### src/rtl/id_ex_stage.sv
// ID/EX pipeline register: decodes one MIPS instruction into ALU operands/control,
// applies EX/MEM and MEM/WB forwarding, and inserts bubbles on flush and load-use hazards.
module id_ex_stage #(
    parameter logic [5:0] NOP_CTRL = 6'b111111
) (
    input  logic        clk,
    input  logic        rst,
    input  logic        in_valid,
    input  logic [31:0] instr,
    input  logic [31:0] rs_data,
    input  logic [31:0] rt_data,
    input  logic        stall,
    input  logic        flush,
    input  logic        ex_mem_wr,
    input  logic [4:0]  ex_mem_rd,
    input  logic [31:0] ex_mem_result,
    input  logic        mem_wb_wr,
    input  logic [4:0]  mem_wb_rd,
    input  logic [31:0] mem_wb_data,
    output logic [31:0] a,
    output logic [31:0] b,
    output logic [5:0]  alu_control,
    output logic        out_valid,
    output logic [4:0]  dest_reg,
    output logic        reg_write,
    output logic        mem_read,
    output logic        mem_write,
    output logic [31:0] store_data,
    output logic        load_use_stall
);
    localparam logic [5:0] OP_RTYPE = 6'h00;
    localparam logic [5:0] OP_ADDIU = 6'h09;
    localparam logic [5:0] OP_ANDI  = 6'h0C;
    localparam logic [5:0] OP_ORI   = 6'h0D;
    localparam logic [5:0] OP_SLTIU = 6'h0B;
    localparam logic [5:0] OP_LW    = 6'h23;
    localparam logic [5:0] OP_SW    = 6'h2B;
    localparam logic [5:0] OP_BEQ   = 6'h04;

    typedef struct packed {
        logic [31:0] a;
        logic [31:0] b;
        logic [5:0]  ctrl;
        logic        vld;
        logic [4:0]  dest;
        logic        rw;
        logic        mr;
        logic        mw;
        logic [31:0] sd;
    } stage_t;

    function automatic stage_t bubble();
        stage_t s;
        s      = '0;
        s.ctrl = NOP_CTRL;
        return s;
    endfunction

    // $0 is hardwired zero; the younger EX/MEM result wins over MEM/WB.
    function automatic logic [31:0] fwd(input logic [4:0] src, input logic [31:0] rf_data);
        if (src == 5'd0)                         return 32'd0;
        else if (ex_mem_wr && ex_mem_rd == src) return ex_mem_result;
        else if (mem_wb_wr && mem_wb_rd == src) return mem_wb_data;
        else                                     return rf_data;
    endfunction

    logic [5:0]  op;
    logic [4:0]  rs, rt, rd;
    logic [31:0] imm_sx, imm_zx, fwd_rs, fwd_rt;
    logic        uses_rt;
    stage_t      dec, stage_q, stage_d;

    assign op     = instr[31:26];
    assign rs     = instr[25:21];
    assign rt     = instr[20:16];
    assign rd     = instr[15:11];
    assign imm_sx = {{16{instr[15]}}, instr[15:0]};
    assign imm_zx = {16'd0, instr[15:0]};
    assign fwd_rs = fwd(rs, rs_data);
    assign fwd_rt = fwd(rt, rt_data);

    always_comb begin
        dec      = '0;
        dec.vld  = 1'b1;
        dec.a    = fwd_rs;
        dec.b    = fwd_rt;
        dec.sd   = fwd_rt;
        dec.dest = rt;
        dec.ctrl = NOP_CTRL;
        uses_rt  = 1'b0;
        case (op)
            OP_RTYPE: begin dec.ctrl = instr[5:0]; dec.dest = rd; dec.rw = 1'b1; uses_rt = 1'b1; end
            OP_ADDIU: begin dec.ctrl = 6'b100001; dec.b = imm_sx; dec.rw = 1'b1; end
            OP_ANDI:  begin dec.ctrl = 6'b100100; dec.b = imm_zx; dec.rw = 1'b1; end
            OP_ORI:   begin dec.ctrl = 6'b100101; dec.b = imm_zx; dec.rw = 1'b1; end
            OP_SLTIU: begin dec.ctrl = 6'b101011; dec.b = imm_sx; dec.rw = 1'b1; end
            OP_LW:    begin dec.ctrl = 6'b100001; dec.b = imm_sx; dec.rw = 1'b1; dec.mr = 1'b1; end
            OP_SW:    begin dec.ctrl = 6'b100001; dec.b = imm_sx; dec.mw = 1'b1; uses_rt = 1'b1; end
            OP_BEQ:   begin dec.ctrl = 6'b100011; uses_rt = 1'b1; end
            default: begin
                // Unknown op still flows as a valid slot, but with no operands or side effects.
                dec.a    = 32'd0;
                dec.b    = 32'd0;
                dec.sd   = 32'd0;
                dec.dest = 5'd0;
            end
        endcase
    end

    assign load_use_stall = in_valid & stage_q.vld & stage_q.mr & (stage_q.dest != 5'd0) &
                            ((stage_q.dest == rs) | ((stage_q.dest == rt) & uses_rt));

    always_comb begin
        stage_d = stage_q;
        if (flush)
            stage_d = bubble();
        else if (stall)
            stage_d = stage_q;
        else if (load_use_stall || !in_valid)
            stage_d = bubble();
        else
            stage_d = dec;
    end

    always_ff @(posedge clk or posedge rst) begin
        if (rst) stage_q <= bubble();
        else     stage_q <= stage_d;
    end

    assign a           = stage_q.a;
    assign b           = stage_q.b;
    assign alu_control = stage_q.ctrl;
    assign out_valid   = stage_q.vld;
    assign dest_reg    = stage_q.dest;
    assign reg_write   = stage_q.rw;
    assign mem_read    = stage_q.mr;
    assign mem_write   = stage_q.mw;
    assign store_data  = stage_q.sd;
endmodule

### config.mk
export PLATFORM = sky130hd
export DESIGN_NAME = id_ex_stage
export DESIGN_NICKNAME = d
export VERILOG_FILES = /design/src/rtl/id_ex_stage.sv
export SDC_FILE = /design/constraint.sdc
export NUM_CORES = 1
export LEC_CHECK = 0
export ABC_AREA = 1
export CORE_MARGIN = 5
export CORE_UTILIZATION = 30
export DETAILED_ROUTE_END_ITERATION = 12
export SYNTH_ARGS = -nofsm -noshare
export SYNTH_HDL_FRONTEND = slang
export SYNTH_SLANG_ARGS = --single-unit
### constraint.sdc
create_clock -name clk -period 4.8 [get_ports clk]
set_clock_uncertainty 0.1 [all_clocks]
set_input_delay 0.96 -clock clk [delete_from_list [all_inputs] [get_ports clk]]
set_output_delay 0.96 -clock clk [all_outputs]
set_load 0.05 [all_outputs]
# Word level (Yosys, flattened, before mapping)
# Index checks and enable logic that the tools add are counted.
op_classes:
  n_addsub: 0
  mul: 0
  div_mod_pow: 0
  n_lt_le_gt_ge: 0
  eq_ne: 14
  n_shift: 0
  muxes: 18
  n_bitwise: 6
  n_reduce_logical: 18
ops:
  columns: ["op", "n"]
  rows:
  - ["$mux W111", 3]
  - ["$mux W32", 8]
  - ["$pmux W32 S3", 1]
  - ["$pmux W6 S6", 1]
  - ["$eq A5 B5 Y1", 6]
  - ["$eq A6 B4 Y1 const B", 4]
  - ["$eq A6 B6 Y1 const B", 2]
  - ["$logic_not A5 Y1", 2]
  - ["$pmux W5 S2", 1]
  - ["$reduce_or A8 Y1", 1]
  - ["$reduce_or A7 Y1", 1]
  - ["$eq A6 B3 Y1 const B", 1]
  - ["$logic_not A6 Y1", 1]
  - ["$reduce_or A3 Y1", 2]
  - ["$reduce_or A6 Y1", 1]
  - ["$and A1 B1 Y1", 5]
  - ["$reduce_bool A5 Y1", 1]
  - ["$logic_and A1 B1 Y1", 4]
  - ["$mux W1", 4]
  - ["$reduce_or A2 Y1", 2]
  - ["$reduce_or A4 Y1", 1]
  - ["$ne A2 B1 Y1 const B", 1]
  - ["$logic_not A1 Y1", 1]
  - ["$logic_or A1 B1 Y1", 1]
  - ["$or A1 B1 Y1", 1]
totals:
  regBits: 111
  latch_bits: 0
  ramBits: 0
  romBits: 0
  in_bits: 177
  out_inout_bits: 112
  wordCells: 65
  memories: 0

# Longest topological paths before layout
depth:
  ltp_word: 10
  depth_mapped: 12
  ltp_nobuf: 11

# Worst setup path before layout
# No wires, ideal clock.
synth_timing:
  kind: "input to output"
  startpoint: "in instr[29]"
  endpoint: "out load_use_stall"
  arrival_ps: 1908
  t_required_ps: 3740
  slack_ps: 1832
  stages: 8
  n_path_buf: 0
  path_cell_list: "inv_1 > nor2_2 > nand3_1 > nand2_1 > nand2_1 > o21ai_2 > nand2_4 > inv_1"
synth_between:
  elab_chain_len: 6
  elab_cells_between_ends: 8
  classes_between: "2 x eq/ne; 1 x mux; 3 x bitwise; 2 x reduce/logical"
synth_lines:
  columns: ["element", "line_no", "text"]
  rows:
  - ["from (decl)", "9", "input logic [31:0] instr,"]
  - ["$eq A6 B3 Y1, or another cell as far along", "91", "case (op)"]
  - ["$reduce_or A3 Y1 (no source line) *", null, null]
  - ["$mux W1 *", "91", null]
  - ["$and A1 B1 Y1 *", "111", "((stage_q.dest == rs) | ((stage_q.dest == rt) & uses_rt));"]
  - ["$or A1 B1 Y1 *", "111", null]
  - ["$and A1 B1 Y1 *", "110", "assign load_use_stall = in_valid & stage_q.vld & stage_q.mr & (stage_q.dest != 5'd0) &"]
  - ["to (decl)", "29", "output logic load_use_stall"]
# Mark *: on every way between the ends. The rest lies on a longest branch, timed or not.

# Final worst setup path
# Ends and elaborated chain as after synthesis.

==> summary.md <==
| Metric | Value |
|---|---|
| Vias in the first global route | `~8400` |
| Max-slew violations | `0` |
| Seq cells post-synth | `111` |
| Total gr overflow | `0` |
| Syn-to-layout area delta | `49.0%` |
| Setup repair bufs after CTS | `0` |
| Kind of critical path | `in2out` |
| Vias post-DR | `between 8000 and 9000` |
| Post-DP Area | `0.0103 sq mm` |
| Crit path DAT | `3.10 ns` |
| Dominant cell type by area after synthesis | `dfrtp_1` |
| Max Cap Viol | `0` |
| Largest cells by area after synthesis | `dfrtp_1 37%, nand2_1 22%, nand3_1 9.8%, nor2_1 8.1%, o21ai_1 4.2%` |
| Skew-Pair Late Insertion Delay | `roughly 0.36 ns` |
| Hold Path End | `b[16]$_DFFE_PP0P_` |
| Initial antenna violation count | `2` |
| Syn Inst Count | `approximately 1100` |
| Synthesized area per cell | `6.46 sq um` |
| Post-synthesis cell area | `0.00716 sq mm` |
| Worst hold path class | `reg2reg` |
| I/O pin count | `289` |
| Hold path cells | `2` |
| DRT Pass-1 Iters | `6` |
| Cts hold-fix bufs | `0` |
| Clock root cell | `clkbuf_16` |
| CTS-repair resized insts | `0` |
| Register-to-Register Path Depth | `9` |
| F_max | `240 MHz` |
| Clock buffer depth | `2` |
| Drt initial violations | `666` |
| Syn_nets | `1286` |
| Routed WL | `approximately 33 mm` |
| Drt drc | `0` |
| Capturing point of the worst reg2reg path | `store_data[11]$_DFFE_PP0P_` |
| Final core occ | `between 40% and 50%` |
| Die W | `164 um` |
| Final hold violation count | `0` |
| First-pass GRT wire length | `50.2 mm` |
| GR Layer Usage met2 | `between 40% and 50%` |
| Met1 Track Usage GR | `31.1%` |
| GR peak layer | `met2` |
| Worst Path Required | `3.74 ns` |
| Setup crit end kind | `output pin` |
| Synth Flop Type | `dfrtp_1` |
| Post-DRT Antenna Nets | `0` |
| R2R Setup Slk | `2.33 ns` |
| P_leak | `approximately 5.2 nW` |
| Post-synthesis sequential area ratio | `between 30% and 40%` |
| CTS Buf Count | `9` |
| Die area | `0.0271 sq mm` |
| Largest net degree at the start of global routing | `71` |
| Core Region | `between 0.02 and 0.025 sq mm` |
| Port Buffers | `288` |
| Final Cell Area | `~0.011 sq mm` |
| H-tree level count | `3` |
| Initial Utilization | `30.5%` |
| # setup viols final | `0` |
| Synth warn | `0` |
| EDFF count, synth | `0` |
| Synth unique cells | `34` |
| Actual slew at the worst max-slew pin | `1.00 ns` |
| Worst slew margin | `33.2%` |
| RR Startpoint | `dest_reg[3]$_DFFE_PP0P_` |
| Crit start category | `input pin` |
| Layout Nets | `1537` |
| VDD IR max | `0.000132 V` |
| GR Util met3 | `6.21%` |
| Vias per Instance | `5.01` |
| Clock Sinks | `between 100 and 150` |
| Worst-path maximum fanout | `8` |
| Pwr Total | `0.00227 W` |
| FFs w/ async S/R, synth | `100%` |
| RSZ-0062 raised after global routing | `no` |
| Top-area cell type share of the netlist area | `between 30 and 40%` |
| Status | `finished clean` |
| Power Density | `213 mW/mm^2` |
| CTS clock-pin slew for the worst setup and hold paths | `roughly 0.070 ns` |
| GP Congestion | `0.895` |
| Setup TNS | `0 ns` |
| Gr usage total | `24.2%` |
| Tcrit/Tclk final | `86.8%` |
| Final worst path period need | `4.16 ns` |
| # rows | `56` |
| Clock tree from TritonCTS | `yes` |
| Min-delay src | `b[16]$_DFFE_PP0P_` |
| Wirelength per Cell | `19.8 um` |
| Hpwl dp | `24.4 mm` |
| Ratio of cells with drive above 1 in the final layout | `5.64%` |
| Die height | `164 um` |
[power by group]
part           total [W]  internal [W]  switching (W)
combinational   0.000496      0.000210       0.000285
clock           0.000822      0.000420       0.000402
sequential      0.000949      0.000943     0.00000587
total            0.00227       0.00157       0.000693
[cell usage after synthesis, types with 2 or more instances]
cell type  number
buf_6           2
nand2_2         2
a21oi_1         6
o21ai_0        22
inv_1          41
or2_2           5
inv_2           9
nand3_2         2
xnor2_1         4
nand2_1       422
dfrtp_1       105
dfstp_2         6
nand3_1       140
o21ai_1        60
nor2_1        154
buf_1           4
nand4_1        42
nand2_4         3
buf_2          35
xor2_1          4
clkbuf_1       21
nor3_1          5
nor2_2          4
[cells by family (layout without fill, tap and decap cells)]
family | count (synthesis) | count (layout) | share of synthesized area, %
other cells | 0 | 1 | 0
flops | 111 | 111 | 38.9
xor+xnor | 8 | 8 | 0.979
simple gates | 784 | 784 | 46.7
buf+inv | 114 | 370 | 6.85
compound gates | 92 | 92 | 6.59
[worst max-delay path by stage]
stage	start	to	slack (ns)
final	instr[29]	load_use_stall	0.64
after global routing	instr[31]	load_use_stall	0.51
after CTS	instr[29]	load_use_stall	0.64
after detailed placement	instr[29]	load_use_stall	0.64
after global placement	instr[29]	load_use_stall	0.66
after floorplan	rst	a[0]$_DFFE_PP0P_	0.82
[layout make-up]
type | count | area, sq um
Antenna cell | 1 | 2.50
Clock buffer | 10 | 229
Clock inverter | 6 | 83.8
Fill cell | 2485 | 12800
Inverter | 51 | 194
Multi-Input combinational cell | 884 | 3950
Sequential cell | 111 | 2790
Tap cell | 319 | 399
Timing Repair Buffer | 303 | 3020
[stage by stage]
step	setup WS, ns	hold WS [ns]	cells
after floorplan	0.819	0.586	1109
after global placement	0.665	0.361	1668
after detailed placement	0.637	0.364	1668
after CTS	0.638	0.388	1684
after global routing	0.514	0.414	1685
final	0.636	0.385	1685
[critical path, stage by stage]
cell and delay [ns]:
clkdlybuf4s50_1 0.47, inv_1 0.09, nor2_2 0.13, nand3_1 0.11, nand2_1 0.12, nand2_1 0.07, o21ai_2 0.16, nand2_4 0.12
inv_1 0.07, clkdlybuf4s50_1 0.79
[cell usage in the layout, fill, tap and decap left out, drive strengths merged, types with 10 or more instances in the layout]
cell | netlist | final
clkbuf | 21 | 10
nand4 | 42 | 42
buf | 42 | 15
o21ai | 83 | 83
clkdlybuf4s50 | 0 | 288
nand3 | 143 | 143
nand2 | 427 | 427
dfrtp | 105 | 105
nor2 | 160 | 160
inv | 50 | 53
[layer usage]
metal  share of wire [%]  wire, um
met2                  46     15500
met3                 8.5      2830
met5               0.048        16
met1                  43     14200
met4                 2.3       776
(Power assumes the default switching activity.)
